`src/rtl/cv32e40p_tmr_voter_seq.sv`:
```
// Registered N-modular-redundancy voter with fault attribution, a saturating mismatch counter and per-channel health FSMs.
// Optional fault-injection ports are enabled by defining CV32E40P_TMR_FAULT_INJECT_EN.
`default_nettype none

module cv32e40p_tmr_voter_seq #(
  parameter int DATA_WIDTH     = 32,
  parameter int NUM_CH         = 3,
  parameter int CNT_WIDTH      = 8,
  parameter int PERSIST_THRESH = 4
) (
  input  logic                         clk,
  input  logic                         rst,
`ifdef CV32E40P_TMR_FAULT_INJECT_EN
  input  logic                         inj_en_i,
  input  logic [$clog2(NUM_CH)-1:0]    inj_ch_i,
  input  logic [DATA_WIDTH-1:0]        inj_mask_i,
`endif
  input  logic                         valid_i,
  input  logic [NUM_CH*DATA_WIDTH-1:0] data_i,
  input  logic                         clr_i,
  output logic                         valid_o,
  output logic [DATA_WIDTH-1:0]        data_o,
  output logic                         mismatch_o,
  output logic [NUM_CH-1:0]            ch_fault_o,
  output logic                         uncorrectable_o,
  output logic [NUM_CH-1:0]            ch_failed_o,
  output logic [CNT_WIDTH-1:0]         err_cnt_o
);

  localparam int IW = $clog2(NUM_CH);
  localparam int NW = 4;

  generate
    if ((NUM_CH < 3) || (NUM_CH > 7) || ((NUM_CH % 2) == 0)) begin : g_bad_num_ch
      $error("NUM_CH must be odd and within 3..7");
    end
    if ((PERSIST_THRESH < 1) || (PERSIST_THRESH > 15)) begin : g_bad_thresh
      $error("PERSIST_THRESH must be within 1..15");
    end
  endgenerate

  typedef enum logic [1:0] {
    HEALTHY = 2'd0,
    SUSPECT = 2'd1,
    FAILED  = 2'd2
  } health_t;

  health_t                 state  [NUM_CH];
  logic [3:0]              consec [NUM_CH];
  logic [DATA_WIDTH-1:0]   word   [NUM_CH];
  logic [NUM_CH-1:0]       active;
  logic [NW-1:0]           n_act;
  logic [NW-1:0]           ones;
  logic [IW-1:0]           first_idx;
  logic [DATA_WIDTH-1:0]   voted;
  logic                    tie;
  logic                    uncorr;
  logic [NUM_CH-1:0]       fault;

  always_comb begin
    for (int c = 0; c < NUM_CH; c++) begin
      word[c]        = data_i[c*DATA_WIDTH +: DATA_WIDTH];
`ifdef CV32E40P_TMR_FAULT_INJECT_EN
      if (inj_en_i && (int'(inj_ch_i) == c)) begin
        word[c] = word[c] ^ inj_mask_i;
      end
`endif
      ch_failed_o[c] = (state[c] == FAILED);
      active[c]      = (state[c] != FAILED);
    end
  end

  // Scanning downwards leaves first_idx on the lowest-index active channel.
  always_comb begin
    n_act     = '0;
    first_idx = '0;
    ones      = '0;
    voted     = '0;
    tie       = 1'b0;
    for (int c = NUM_CH - 1; c >= 0; c--) begin
      if (active[c]) begin
        n_act     = n_act + NW'(1);
        first_idx = IW'(c);
      end
    end
    for (int b = 0; b < DATA_WIDTH; b++) begin
      ones = '0;
      for (int c = 0; c < NUM_CH; c++) begin
        if (active[c] && word[c][b]) begin
          ones = ones + NW'(1);
        end
      end
      if ({ones[NW-2:0], 1'b0} > n_act) begin
        voted[b] = 1'b1;
      end else if ({ones[NW-2:0], 1'b0} == n_act) begin
        voted[b] = word[first_idx][b];
        tie      = 1'b1;
      end
    end
    if (n_act == '0) begin
      voted = word[0];
      tie   = 1'b0;
    end
    uncorr = tie || (n_act == '0);
    for (int c = 0; c < NUM_CH; c++) begin
      fault[c] = active[c] && (word[c] != voted);
    end
  end

  always_ff @(posedge clk) begin
    if (rst) begin
      valid_o         <= 1'b0;
      data_o          <= '0;
      mismatch_o      <= 1'b0;
      ch_fault_o      <= '0;
      uncorrectable_o <= 1'b0;
      err_cnt_o       <= '0;
      for (int c = 0; c < NUM_CH; c++) begin
        state[c]  <= HEALTHY;
        consec[c] <= '0;
      end
    end else begin
      valid_o <= valid_i;
      if (valid_i) begin
        data_o          <= voted;
        mismatch_o      <= |fault;
        ch_fault_o      <= fault;
        uncorrectable_o <= uncorr;
      end else begin
        mismatch_o      <= 1'b0;
        ch_fault_o      <= '0;
        uncorrectable_o <= 1'b0;
      end
      // A clear drops the events of a word voted in the same cycle.
      if (clr_i) begin
        err_cnt_o <= '0;
        for (int c = 0; c < NUM_CH; c++) begin
          state[c]  <= HEALTHY;
          consec[c] <= '0;
        end
      end else if (valid_i) begin
        if ((|fault) && (err_cnt_o != '1)) begin
          err_cnt_o <= err_cnt_o + CNT_WIDTH'(1);
        end
        for (int c = 0; c < NUM_CH; c++) begin
          case (state[c])
            HEALTHY: begin
              if (fault[c]) begin
                state[c]  <= (PERSIST_THRESH == 1) ? FAILED : SUSPECT;
                consec[c] <= 4'd1;
              end
            end
            SUSPECT: begin
              if (fault[c]) begin
                consec[c] <= consec[c] + 4'd1;
                if ((consec[c] + 4'd1) >= 4'(PERSIST_THRESH)) begin
                  state[c] <= FAILED;
                end
              end else begin
                state[c]  <= HEALTHY;
                consec[c] <= '0;
              end
            end
            FAILED: begin
              state[c] <= FAILED;
            end
            default: begin
              state[c]  <= HEALTHY;
              consec[c] <= '0;
            end
          endcase
        end
      end
    end
  end

endmodule

`default_nettype wire

```
`config.mk`:
```
export PLATFORM = sky130hd
export DESIGN_NAME = cv32e40p_tmr_voter_seq
export DESIGN_NICKNAME = d
export VERILOG_FILES = /design/src/rtl/cv32e40p_tmr_voter_seq.sv
export SDC_FILE = /design/constraint.sdc
export NUM_CORES = 1
export LEC_CHECK = 0
export BUFFER_PORTS_ARGS = -buffer_cell sky130_fd_sc_hd__buf_2
export CORE_MARGIN = 3
export CORE_UTILIZATION = 55
export DETAILED_ROUTE_END_ITERATION = 10
export HOLD_SLACK_MARGIN = 0.03
export PLACE_DENSITY = 0.78
export SKIP_CTS_REPAIR_TIMING = 1
export SYNTH_ARGS = -nofsm -noshare
export SYNTH_HDL_FRONTEND = slang
export SYNTH_SLANG_ARGS = --single-unit
```
`constraint.sdc`:
```
create_clock -name clk -period 20.8 [get_ports clk]
set_input_delay 6.24 -clock clk [delete_from_list [all_inputs] [get_ports clk]]
set_output_delay 6.24 -clock clk [all_outputs]
set_load 0.01 [all_outputs]
```
# Word level (Yosys, flattened, before mapping)
# Memories as Yosys holds them, arrays and structs flattened.
# Index checks and enable logic that the tools add are counted.
# word_totals
ff_bits	46
mem_count	2
input_bits	100
word_cells	681
ramBits	18
output_inout_bits	49
# memory_table
memory	words	width	read_ports	rd_clocked_by_memory_dff	write_ports	line	source
consec	3	4	3	0	3	49	logic [3:0] consec [NUM_CH];
state	3	2	3	0	3	48	health_t state [NUM_CH];
# op_classes
order_cmp	36
eq_ne	45
reduce_logical	112
bitwise_logic	35
n_mux	375
addsub	70
# ops
operator	count
$mux 1	269
$mux 3	64
$eq 4x4->1	32
$gt 4x4->1	32
$logic_and 1x1->1	100
$add 3x1->3 const B	32
$mux 32	3
$ne 32x32->1	3
$mux 4	17
$add 1x1->2 const B	32
$bmux 32 s2	1
$mux 2	21
$or 1x1->1	33
$add 4x1->4 const B	5
$ge 4x3->1 const B	3
$reduce_or 3->1	4
$add 8x1->8 const B	1
$ne 8x8->1 const B	1
$eq 2x1->1 const B	3
$eq 2x2->1 const B	3
$logic_not 2->1	3
$ne 2x2->1 const B	3
$logic_not 4->1	1
$reduce_or 2->1	2
other kinds (5)	5

# Longest topological paths before layout
# An unclocked memory read counts as a cell.
# logic_depth
depth_word	75
mapped_depth	26
mapped_depth_nobuf	19

# Worst setup path after synthesis
# OpenSTA, ideal clock, no wires.
# synth_path
path_kind	input to register
startpoint	input data_i[16]
endpoint	memory consec[2][0], data pin
arrival_time_ps	9739
n_path_buf	1
t_required_ps	20534
cell_stages	16
path_slack_ps	10795
setup_time_ps	266
path_cell_list	clkbuf_1 > and2_1 > ha_1 > xnor2_1 > ha_1 > and2_1 > a21o_1 > and4_1 > a22oi_1 > nand4_1 > or4_1 > nor4_4 > a21oi_1 > a221oi_1 > and2_1 > o31ai_1
# synth_rtl
element	line	source
from (decl)	19	input logic [NUM_CH*DATA_WIDTH-1:0] data_i,
to (decl)	49	

# Worst setup path after layout
# layout_path
startpoint	input data_i[3]
endpoint	register err_cnt_o[1]
# layout_via
elab_chain_len	15
elab_cells_between_ends	23
classes_between	add/sub (2); order compare (1); eq/ne (4); mux (9); reduce/logical (7)
# layout_lines
element	line	source
branches (longest 12 deep; another with $gt 4x4->1)	-	
$reduce_or 3->1 *	142	if ((|fault) && (err_cnt_o != '1)) begin
$logic_and 1x1->1 *	142	
$reduce_and 2->1 (no source line) *	-	
to (signal assigned)	143	err_cnt_o <= err_cnt_o + CNT_WIDTH'(1);
to (decl)	27	output logic [CNT_WIDTH-1:0] err_cnt_o
# Mark *: on every way between the ends. The select of a mux whose other input is x is not followed.
# A chain may end at the register's enable or synchronous reset.

==> results.md <==
* Vias/cell at just over 7
* Sequential area share after synthesis at approximately an eighth
* CTS tree: done
* # fillers at roughly 1800
* Synth Area in Simple Gates at between 20% and 30%
* Clk network pwr share at between 20% and 30%
* Comb pwr share at 60.9%
* Clk root buf: clkbuf_16
* Die height at 148 um
* Final Cycle Share at 51.8%
* Post-route DRC violation count at 0
* Rel. slew slack at 19.1%
* Ratio of cells with drive above 1 in the final layout at 14.3%
* Post-Syn Area at roughly 11000 um^2
* Fin. Hold Viols at 0
* Via count at between 10000 and 15000
* Row cnt at 51
* Worst EP arrival at about 11 ns
* Final Instance Count excl. Fillers at 1895
* GR Overflow Total at 0
* Setup TNS at 0 ns
* Int Pwr at 403 uW
* Synth Net Count at 1767
* Clock transition at path regs at approximately 0.060 ns
* IO Pins at 149
* Initial antenna violation count at 1
* Tmin final at 10.77 ns
* Placed cells at around 1900
* WL/cell at 27.7 um
* Critical path fanouts, max at 12
* Switching Share at 48.7%
* Hold/Removal Path Class: reg -> reg
* Largest family of logic cells by synthesized area: compound AO/OA/AOI/OAI gates
* EDFF count, synth at 17
* Worst Skew at 0.00601 ns
* Max-slew violations at 0
* Clk sinks at between 60 and 70
* XOR/XNOR Fraction of Synth Area at under 10%
* RePlAce Congestion at ~1.1
* Final setup fails at 0
* Worst Path Class, Setup: in -> reg
* Final Routed Wirelength at around 53000 um
* Largest net degree at the start of global routing at 71
* Fmax at 0.0928 GHz
* CP endpoint kind: flip-flop
* Power Total at 787 uW
* Transition time of the tightest slew-check pin at roughly 1.2 ns
* Reg power frac at 18.7%
* Pleak at 0.00554 uW
* Worst VDD drop at 0.0556 mV
* Clk_lat worst skew at 0.33 ns
* Gr usage total at 45.8%
* First-pass DRT Iterations at 6
* Max cap viols at 0
* Status: finished, final reports clean
* Synth Area in Adders at 15.3%
* Final ANT Viol Nets at 0
* Post-synth cell types at 98
* Syn avg cell area at 7.21 um^2
* Total CTS buffers at 9
* Pwr dens at roughly 65 nW/um^2
* CP Launch Type: input pin
* Multiplexer share of the synthesized area at less than 1%
* Ys async rst share at 0%
* Die X at 148 um
* Die ar. at 21800 um^2
* NetSw at approximately 380 uW
* Starting Density at 56.4%
* Area grow syn2layout at 10.2%
* Core box area at 19600 um^2
* Hpwl dp at roughly 39000 um
* I/O Buffers at 148
* H-Tree Depth at 3
* Seq cells post-synth at 64
* Critical Path RT at 21.02 ns
* Synth Flop Type: dfxtp_1
* Compound-gate portion of the synthesized area at slightly below 30%
* DRT iter0 DRCs at 1821
* Post-Syn Instances at 1532
* RSZ-0062 raised after global routing: false
* CTS max path bufs at 2
* Nets@finish at 1858
* First-pass GRT wire length at 76700 um
* Synth warn at 0
* Vias in the first global route at 12400
## sequential cells by signal (all words and copies together), names as in the netlist
register	cells
ch_fault_o	3
consec	12
data_o	32
err_cnt_o	8
mismatch_o	1
state	6
uncorrectable_o	1
valid_o	1
## cell families after synthesis
logic type	Yosys count
compound gates	469
buf+inv	211
fa+ha+maj	135
simple gates	576
flops	64
xor+xnor	66
mux	11
## power by group through the flow
stage | combinational [uW] | clock [uW] | sequential, uW
after detailed placement | 452 | 0 | 149
after CTS | 456 | 160 | 147
after global placement | 446 | 0 | 149
after floorplan | 295 | 0 | 151
after global routing | 502 | 165 | 148
final | 479 | 160 | 147
## layout make-up
cell class,count,area (um^2),share of cell area [%]
Clock inverter,4,51.3,0.422
Clock buffer,12,268,2.20
Tap cell,265,332,2.72
Inverter,120,455,3.74
Multi-Input combinational cell,1257,8690,71.4
Antenna cell,2,5.00,0.0411
Sequential cell,64,1450,11.9
Timing Repair Buffer,171,913,7.51
## layout by cell type, fill, tap and decap left out, types with 11 or more instances in the layout
cell type  Yosys  layout
nand2_1      160     159
buf_2         26     148
ha_1         135     135
inv_1        117     117
nor2_1       105     105
a21oi_1      104     104
o21ai_0       71      70
nand4_1       57      57
nand3_1       48      48
nor3_1        48      48
dfxtp_1       47      47
xnor2_1       42      42
and2_1        31      31
a31oi_1       30      30
o22ai_1       25      25
a22oi_1       24      24
and3_1        23      23
buf_4          9      23
xor2_1        22      22
a211oi_1      18      18
nor4_1        17      17
edfxtp_1      17      17
a21o_1        13      13
o211ai_1      13      13
nand2b_1      13      12
or3_1         12      12
a311oi_1      11      11
and4b_1       11      11
o21a_1        11      11
a221oi_1      11      11
mux2i_1       11      11
## per-stage QoR
stage               cell area [um^2]  util [%]  setup slack, ns  hold WS [ns]
floorplan                      11000         -            10.79         0.486
global placement               11800      60.5             9.75         0.453
detailed placement             11800      60.5             9.87         0.459
CTS                            12200      62.1            10.20         0.467
global route                   12200      62.1             9.62         0.486
finish                         12200      62.1            10.03         0.468
## critical path: stages
cell	delay [ns]
buf_2	0.28
inv_1	0.18
nor2_1	0.20
inv_1	0.06
ha_1	0.19
o21ai_0	0.16
ha_1	0.28
a21oi_1	0.13
a31oi_1	0.09
a2111oi_2	1.01
o22ai_1	0.21
nor2_1	0.17
nand4_1	0.13
o41ai_2	0.34
a31oi_1	0.27
o31ai_2	0.76
mux2i_1	0.26
nor2_1	0.05
## Yosys cell counts, types with 30 or more instances
cell / instances / area [um^2]
dfxtp_1: 47 / 941
nand2_1: 160 / 601
clkbuf_1: 35 / 131
ha_1: 135 / 1690
nor2_1: 105 / 394
inv_1: 117 / 439
xnor2_1: 42 / 368
o21ai_0: 71 / 355
nor3_1: 48 / 240
nand4_1: 57 / 357
nand3_1: 48 / 240
and2_1: 31 / 194
a21oi_1: 104 / 521
a31oi_1: 30 / 188
## layer usage
| layer | part of all wire [%] | track usage [%] | up-vias |
|---|---|---|---|
| li1 | - | - | 5939 |
| met5 | 0 | 0 | - |
| met1 | 37 | 59.8 | 6376 |
| met3 | 14 | 13.1 | 297 |
| met2 | 41 | 67.1 | 1142 |
| met4 | 7.9 | 27.5 | 0 |
## final timing paths
check               from            to  slack, ns  cells after the start
max reg2reg  state[1][1]  err_cnt_o[1]      13.37                     17
min           data_o[30]    data_o[30]       0.47                      2
max            data_i[3]  err_cnt_o[1]      10.03                     18
min reg2reg   data_o[30]    data_o[30]       0.47                      2
No activity file was read; power rests on OpenSTA's default activity.
